### src/rtl/instruction_encoder.sv
// Purpose: packs opcode/register/funct fields and a signed immediate into an RV32I word, flags unencodable input.
// Latency: 2 cycles (S1 range check + field pack, S2 output register); throughput 1 word/cycle.
// Backpressure: valid/ready; in_ready is combinational from out_ready, outputs hold while out_valid && !out_ready.
//
// Ports:
//   clk, reset             single clock, synchronous active-high reset
//   in_valid / in_ready    request handshake
//   in_opcode .. in_imm    instruction fields and signed immediate (decoder-style value)
//   out_valid / out_ready  result handshake
//   out_inst, out_err      encoded word and error flag (bad immediate or unknown opcode)
//   err_count              saturating count of transferred error words
module instruction_encoder #(
  parameter int ERR_CNT_W   = 16,
  parameter bit ZERO_ON_ERR = 1'b1
) (
  input  logic                 clk,
  input  logic                 reset,
  input  logic                 in_valid,
  output logic                 in_ready,
  input  logic [6:0]           in_opcode,
  input  logic [4:0]           in_rd,
  input  logic [4:0]           in_rs1,
  input  logic [4:0]           in_rs2,
  input  logic [2:0]           in_funct3,
  input  logic [6:0]           in_funct7,
  input  logic [31:0]          in_imm,
  output logic                 out_valid,
  input  logic                 out_ready,
  output logic [31:0]          out_inst,
  output logic                 out_err,
  output logic [ERR_CNT_W-1:0] err_count
);

  localparam logic [6:0] OP_ARITH     = 7'b0110011;
  localparam logic [6:0] OP_ARITH_IMM = 7'b0010011;
  localparam logic [6:0] OP_LOAD      = 7'b0000011;
  localparam logic [6:0] OP_STORE     = 7'b0100011;
  localparam logic [6:0] OP_BRANCH    = 7'b1100011;
  localparam logic [6:0] OP_JAL       = 7'b1101111;
  localparam logic [6:0] OP_JALR      = 7'b1100111;
  localparam logic [6:0] OP_LUI       = 7'b0110111;
  localparam logic [6:0] OP_AUIPC     = 7'b0010111;
  localparam logic [6:0] OP_ECALL     = 7'b1110011;

  logic signed [31:0] imm_s;
  logic [31:0]        enc_inst;
  logic               enc_err;

  // I-type is shared by three opcodes, so compute it once.
  logic [31:0] i_inst;
  logic        i_err;

  logic        s1_valid, s1_err;
  logic [31:0] s1_inst;
  logic        s2_valid, s2_err;
  logic [31:0] s2_inst;
  logic        s1_adv, s2_adv;

  assign imm_s  = $signed(in_imm);
  assign i_inst = {in_imm[11:0], in_rs1, in_funct3, in_rd, in_opcode};
  assign i_err  = (imm_s < -32'sd2048) || (imm_s > 32'sd2047);

  always_comb begin
    enc_inst = 32'h0;
    enc_err  = 1'b0;
    case (in_opcode)
      OP_ARITH: begin
        enc_inst = {in_funct7, in_rs2, in_rs1, in_funct3, in_rd, in_opcode};
      end
      OP_ARITH_IMM: begin
        // Shift-immediates carry a 5-bit shamt with funct7 in the upper bits.
        if (in_funct3 == 3'b001 || in_funct3 == 3'b101) begin
          enc_inst = {in_funct7, in_imm[4:0], in_rs1, in_funct3, in_rd, in_opcode};
          enc_err  = (imm_s < 32'sd0) || (imm_s > 32'sd31);
        end else begin
          enc_inst = i_inst;
          enc_err  = i_err;
        end
      end
      OP_LOAD, OP_JALR: begin
        enc_inst = i_inst;
        enc_err  = i_err;
      end
      OP_STORE: begin
        enc_inst = {in_imm[11:5], in_rs2, in_rs1, in_funct3, in_imm[4:0], in_opcode};
        enc_err  = i_err;
      end
      OP_BRANCH: begin
        enc_inst = {in_imm[12], in_imm[10:5], in_rs2, in_rs1, in_funct3,
                    in_imm[4:1], in_imm[11], in_opcode};
        enc_err  = in_imm[0] || (imm_s < -32'sd4096) || (imm_s > 32'sd4094);
      end
      OP_JAL: begin
        enc_inst = {in_imm[20], in_imm[10:1], in_imm[11], in_imm[19:12], in_rd, in_opcode};
        enc_err  = in_imm[0] || (imm_s < -32'sd1048576) || (imm_s > 32'sd1048574);
      end
      OP_LUI, OP_AUIPC: begin
        enc_inst = {in_imm[31:12], in_rd, in_opcode};
        enc_err  = (in_imm[11:0] != 12'h000);
      end
      OP_ECALL: begin
        enc_inst = 32'h0000_0073;
      end
      default: begin
        // Unknown opcode: word is always zero, independent of ZERO_ON_ERR.
        enc_inst = 32'h0;
        enc_err  = 1'b1;
      end
    endcase
  end

  // Ready ripples back combinationally so a full pipe still moves one word per cycle.
  assign s2_adv   = !s2_valid || out_ready;
  assign s1_adv   = !s1_valid || s2_adv;
  assign in_ready = s1_adv;

  always_ff @(posedge clk) begin
    if (reset) begin
      s1_valid <= 1'b0;
      s1_inst  <= 32'h0;
      s1_err   <= 1'b0;
    end else if (s1_adv) begin
      s1_valid <= in_valid;
      if (in_valid) begin
        s1_inst <= enc_inst;
        s1_err  <= enc_err;
      end
    end
  end

  always_ff @(posedge clk) begin
    if (reset) begin
      s2_valid <= 1'b0;
      s2_inst  <= 32'h0;
      s2_err   <= 1'b0;
    end else if (s2_adv) begin
      s2_valid <= s1_valid;
      if (s1_valid) begin
        s2_inst <= (ZERO_ON_ERR && s1_err) ? 32'h0 : s1_inst;
        s2_err  <= s1_err;
      end
    end
  end

  always_ff @(posedge clk) begin
    if (reset) begin
      err_count <= '0;
    end else if (s2_valid && out_ready && s2_err && (err_count != {ERR_CNT_W{1'b1}})) begin
      err_count <= err_count + 1'b1;
    end
  end

  assign out_valid = s2_valid;
  assign out_inst  = s2_inst;
  assign out_err   = s2_err;

endmodule

### config.mk
export PLATFORM = sky130hd
export DESIGN_NAME = instruction_encoder
export DESIGN_NICKNAME = d
export VERILOG_FILES = /design/src/rtl/instruction_encoder.sv
export SDC_FILE = /design/constraint.sdc
export NUM_CORES = 1
export LEC_CHECK = 0
export BUFFER_PORTS_ARGS = -buffer_cell sky130_fd_sc_hd__buf_2
export CORE_MARGIN = 2
export CORE_UTILIZATION = 52
export DETAILED_ROUTE_END_ITERATION = 16
export HOLD_SLACK_MARGIN = 0.05
export PLACE_DENSITY = 0.9
export SYNTH_ARGS = -nofsm -noshare
export SYNTH_HDL_FRONTEND = slang
export SYNTH_SLANG_ARGS = --single-unit
### constraint.sdc
create_clock -name clk -period 1.9 [get_ports clk]
set_input_delay 0.19 -clock clk [delete_from_list [all_inputs] [get_ports clk]]
set_output_delay 0.19 -clock clk [all_outputs]
set_load 0.02 [all_outputs]
Yosys cells after proc, flatten, opt, wreduce, memory -nomap -nowiden

Index checks and enable logic that the tools add are counted.

Register bits: 84
Output and inout bits: 51
Word-level logic and storage cells: 55

Add/sub/neg operators: 1
Order comparisons: 8
Equal/unequal tests: 13
Muxes and demuxes: 5
Reductions and logical operators: 21

Operators by type and width:

| kind                  | number |
|---|---|
| $pmux 32 s8           | 1 |
| $mux 32               | 2 |
| $gt 32x12->1 const B  | 1 |
| $gt 32x13->1 const B  | 1 |
| $gt 32x21->1 const B  | 1 |
| $gt 32x6->1 const B   | 1 |
| $lt 32x1->1 const B   | 1 |
| $lt 32x12->1 const B  | 1 |
| $lt 32x13->1 const B  | 1 |
| $lt 32x21->1 const B  | 1 |
| $eq 7x7->1 const B    | 4 |
| $eq 7x6->1 const B    | 3 |
| $add 16x1->16 const B | 1 |
| $ne 16x16->1 const B  | 1 |
| $eq 7x5->1 const B    | 2 |
| $reduce_bool 12->1    | 1 |
| $logic_or 1x1->1      | 9 |
| $eq 7x2->1 const B    | 1 |
| $pmux 1 s6            | 1 |
| $reduce_or 2->1       | 3 |
| $reduce_and 2->1      | 2 |
| $eq 3x1->1 const B    | 1 |
| $eq 3x3->1 const B    | 1 |
| $logic_and 1x1->1     | 3 |
| other kinds (3)       | 4 |

Longest topological paths before layout

Depth after elaboration: 4
Depth in mapped cells: 8

Worst setup path before layout

OpenSTA, ideal clock, no wires.

Path type: reg2reg
From: register s2_valid (netlist: out_valid)
To: register s1_inst[28]
Library setup time: 0.071 ns
Arrival: 1.702 ns
Data required time: 1.829 ns
Slack: 0.128 ns
Cell stages (with the launch flop): 7
Path buffers: 1
Clock period less this slack: 1.772 ns
Cells stage by stage: dfxtp_1 > nand3_1 > nand2_1 > nor3_2 > clkbuf_1 > nand3_1 > a21oi_1

Longest elaborated chain between the ends: 4

RTL lines:

| what                              | RTL line | text |
|---|---|---|
| start, declared                   | 55       | `logic s2_valid, s2_err;` |
| start signal, assigned            | 137      | `s2_valid <= s1_valid;` |
| $logic_not 1->1                   | 113      | `assign s2_adv = !s2_valid \|\| out_ready;` |
| $logic_or 1x1->1                  | 113      |  |
| $logic_or 1x1->1                  | 114      | `assign s1_adv = !s1_valid \|\| s2_adv;` |
| net in_ready                      | 19       | `output logic in_ready,` |
| $reduce_and 2->1 (no source line) | --       |  |
| end signal, assigned              | 125      | `s1_inst <= enc_inst;` |
| end, declared                     | 54       | `logic [31:0] s1_inst;` |

The timed path passes the listed nets, and every way through them passes these cells.
A chain may end at the register's enable or synchronous reset.

Worst setup path after layout

From: register err_count[2]
To: register err_count[8]

Longest elaborated chain between the ends: 2
Elaborated cells between the ends (all ways): 3
Those cells by class: add/sub (1); eq/ne (1); reduce/logical (1)

RTL lines:

| what                                                                  | RTL line | text |
|---|---|---|
| start, declared                                                       | 31       | `output logic [ERR_CNT_W-1:0] err_count` |
| start signal, assigned                                                | 149      | `err_count <= err_count + 1'b1;` |
| parallel branches: the longest is 2 deep, another holds $add 16x1->16 | --       |  |

Parallel ways; which one is timed is not known.

==> results by stage <==
Synthesis:
- The cell count after synthesis is 492.
- The netlist area before placement is 0.00397 mm^2.
- The post-synthesis cell type count is 47.
- The number of nets in the synthesized netlist is 561.
- The most used flip-flop cell after synthesis is sky130_fd_sc_hd__dfxtp_1.
- Counting flops with a built-in enable in the synthesized netlist gives 0.
- The Yosys step of the flow raised 0 warnings.
- The part of the Yosys area used for sequential elements is 0.424.
- The synthesis-stage register bit count is 84.
- Of all flip-flops after synthesis, the portion carrying an async set or reset was 0.
- After synthesis, the mean cell area works out to 8.06 um^2.

Finish:
- In the layout the commonest cells are 118 x sky130_fd_sc_hd__buf_2, 92 x sky130_fd_sc_hd__nor2_1, 84 x sky130_fd_sc_hd__dfxtp_1.
- Of the cells placed in the final design, the portion with a size suffix greater than 1 is 0.269.
- Relative to the synthesized area, the layout overhead comes to 24.8%.
- The library cell used most frequently in the layout, excluding fill and tap cells, is sky130_fd_sc_hd__buf_2.
- The final design instance area without fill is 0.00495 mm^2.
- The final antenna diode count is 0.
- Leaving out filler cells and counting taps, the final layout contains 720.
- The final-stage net count is 685.

Place:
- The number of port buffers is 118.
- The weighted congestion reported at the end of routability-driven placement is 0.915.
- After detailed placement, the design holds a cell count of 704.
- The standard cell area after detailed placement is 0.00477 mm^2.
- The HPWL after detailed placement is 8420 um.

Detailed routing:
- The via density per instance is 5.89.
- The sum of routed wire length over all layers is 11500 um.
- After the first detailed-routing iteration, the DRC count stood at ~320.
- The detailed router placed 4240 vias in this run.
- In the final routed layout, each cell accounts on average for 15.9 um.
- The first-pass detailed-route iteration total is 6.
- The remaining number of nets flagged by the antenna check after routing is 0.
- The post-route DRC violation count is 0.

Critical path:
- The critical path's top delay family is simple AND/OR/NAND/NOR gates.
- In this run the worst path has a maximum fanout of 6.
- The longest individual stage delay on the worst path is 0.42 ns.
- The critical path goes through and4_1, and3_1, a21oi_1, buf_4, nand3_1, xor2_1, nor2_1.
- The element type at the critical path start is a flop.
- The worst setup path is captured at a flop.
- At the worst endpoint, the arrival time is ~1.9 ns.
- STA puts the critical path data required time at 2.15 ns.
- The number of buffer and inverter stages on the critical path is 1.
- The critical path is of the reg2reg type.
- The slowest stage of the critical path belongs to the cell sky130_fd_sc_hd__dfxtp_1.

Floorplanning:
- The die is 91.3 um wide.
- In this run the standard cell core region covers 0.00733 mm^2.
- The floorplan has 31 rows.
- The I/O pin count is 119.
- The height of the chip is 91.3 um.
- The initial utilization of the core area, before any placement, comes to 0.541.
- The floorplan step defined a die boundary enclosing 0.00834 mm^2.

Power:
- Of the total power, the share spent switching nets is 0.282.
- The maximum resistive drop on vdd is 413 uV.
- The power density over the cells is 680 mW/mm^2.
- In this run the power spent charging and discharging nets is 0.948 mW.
- The combinational power share is 0.118.
- The clock group share of total power is 0.345.
- Summing internal, switching and leakage power gives between 3 and 4 mW.
- The cell-internal power is between 2 and 2.5 mW.
- The sequential share of power is 0.537.
- The leakage power is 2.04 nW.

Clock tree:
- The root buffer cell is sky130_fd_sc_hd__clkbuf_8.
- The worst-case clock buffer depth is 2.
- The post-cts hold buffer count is 0.
- TritonCTS built the clock tree.
- The clock buffer count from CTS is 9.
- The H-tree was split into 3 levels.
- Clock-pin slew was measured on the worst setup and hold paths at roughly 0.09 ns.
- The post-CTS setup-driven buffer insertion count is 0.
- The number of gates resized after CTS was 0.
- The insertion delay to the later sink of the worst-skew pair is 0.36 ns.
- The clock drives 84 sinks.

Job:
- The number of max-capacitance violations reported is 0.

STA:
- The final sum of negative setup slack is 0 ns.
- The worst hold margin is 0.0941 ns.
- Of the available clock period, the critical path in the final layout requires 0.876.
- After layout, the minimum clock period comes to 1.66 ns.
- Setup repair after global routing left no endpoint under its margin.
- The maximum clock skew at final layout is between 0.007 and 0.008 ns.
- The number of hold violations in the final report is 0.
- Based on the critical path, the design can be clocked at up to 0.601 GHz.
- The transition time at the pin with the least slew margin is 0.486 ns.
- The count of final max-slew check failures is 0.
- The worst relative slew slack is 0.673.
- The final number of setup-violating endpoints is 0.

GRT:
- The overall track demand over capacity in global routing is 0.274.
- The aggregate global routing overflow is 0.
- The number of antenna violations at the first check in global routing is 0.
- The first global-routing pass estimated 18600 um of wire.
- The via count of the first global-routing pass was 4000.
- The largest net degree at the start of global routing is 66.

Hold path:
- The type of the worst min-delay path is in2reg.

Run status:
- The flow ran to the end, and the final reports show no timing, DRC or antenna violations.
## sequential cells by signal, indices dropped and copies added (netlist names)
register and count:
s1_err 1, out_inst 32, s1_inst 32, out_valid 1, out_err 1, s1_valid 1
err_count 16
## cells by family (layout without fill, tap and decap cells)
family	Yosys count	after routing	synth area share
XOR/XNOR	14	14	0.0309
flip-flops	84	84	0.424
multiplexers	3	3	0.00789
AO/OA/AOI/OAI	120	120	0.195
buffers and inverters	39	168	0.0432
AND/OR/NAND/NOR	231	231	0.296
adder cells (fa/ha/maj)	1	1	0.00315
## cell type report
cell class                      count  area, um^2
Clock buffer                        9         124
Sequential cell                    84        1680
Multi-Input combinational cell    369        2120
Fill cell                         638        2380
Timing Repair Buffer              145         818
Tap cell                           99         124
Clock inverter                      7        51.3
Inverter                            7        26.3
## synth_stat cells (2+ instances only)
cell	number	area share
sky130_fd_sc_hd__a22oi_1	7	0.013
sky130_fd_sc_hd__a2111oi_0	2	0.0044
sky130_fd_sc_hd__buf_6	2	0.0057
sky130_fd_sc_hd__nand3_1	25	0.032
sky130_fd_sc_hd__a311oi_1	2	0.0044
sky130_fd_sc_hd__a21oi_1	59	0.074
sky130_fd_sc_hd__buf_2	2	0.0025
sky130_fd_sc_hd__or3_1	2	0.0032
sky130_fd_sc_hd__a32oi_1	5	0.011
sky130_fd_sc_hd__clkbuf_1	26	0.025
sky130_fd_sc_hd__nand4_1	6	0.0095
sky130_fd_sc_hd__inv_1	7	0.0066
sky130_fd_sc_hd__nand2b_1	3	0.0047
sky130_fd_sc_hd__nor2_1	92	0.087
sky130_fd_sc_hd__mux2i_1	2	0.0050
sky130_fd_sc_hd__o21a_1	2	0.0038
sky130_fd_sc_hd__o21ai_0	10	0.013
sky130_fd_sc_hd__o211ai_1	2	0.0038
sky130_fd_sc_hd__and4_1	3	0.0066
sky130_fd_sc_hd__and3_1	4	0.0063
sky130_fd_sc_hd__a22o_1	11	0.024
sky130_fd_sc_hd__a31oi_1	2	0.0032
sky130_fd_sc_hd__nor3_1	23	0.029
sky130_fd_sc_hd__dfxtp_1	84	0.42
sky130_fd_sc_hd__nand2_1	21	0.020
sky130_fd_sc_hd__xor2_1	6	0.013
sky130_fd_sc_hd__buf_4	2	0.0038
sky130_fd_sc_hd__nor3b_1	33	0.062
sky130_fd_sc_hd__a221oi_1	15	0.033
sky130_fd_sc_hd__nor4_1	5	0.0079
sky130_fd_sc_hd__xnor2_1	8	0.018
sky130_fd_sc_hd__nor2b_1	3	0.0047
sky130_fd_sc_hd__nand3b_1	2	0.0038
## path summary, 6_finish.rpt
path,slack [ns],endpoint,cells past startpoint,from
worst max register to register,0.24,err_count[8],7,err_count[2]
worst max-delay path,0.24,err_count[8],7,err_count[2]
worst min register to register,0.49,out_inst[12],2,out_inst[12]
worst min-delay path,0.09,s1_inst[25],3,in_imm[5]
## worst min-delay path, delay by kind of cell
kind	cells	cell delay, ns
AOI/OAI and AO/OA	1	0.06
buffers and inverters	1	0.10
and+or+nand+nor	1	0.06
## stage by stage
step                      worst slack, ns  utilization
after floorplan                     0.128            -
final                               0.236        0.675
after detailed placement          -0.0553        0.651
after global placement             0.0147        0.651
after global routing                0.118        0.675
after CTS                           0.237        0.675
## power by group through the flow
stage          clock (mW)  sequential, mW  combinational, mW
2_1_floorplan           0            1.85              0.198
3_3_place_gp            0            1.85              0.381
3_5_place_dp            0            1.85              0.389
4_1_cts              1.19            1.81              0.390
5_1_grt              1.25            1.81              0.430
6_report             1.16            1.81              0.396
## routing by layer
layer / global-route usage / vias to the layer above / routed length [um]
li1: - / 2031 / -
met1: 0.332 / 1953 / 4710
met4: 0.144 / 0 / 399
met3: 0.0639 / 48 / 942
met5: 0 / - / 0
met2: 0.453 / 208 / 5410
Power figures use the tool's default switching activity.
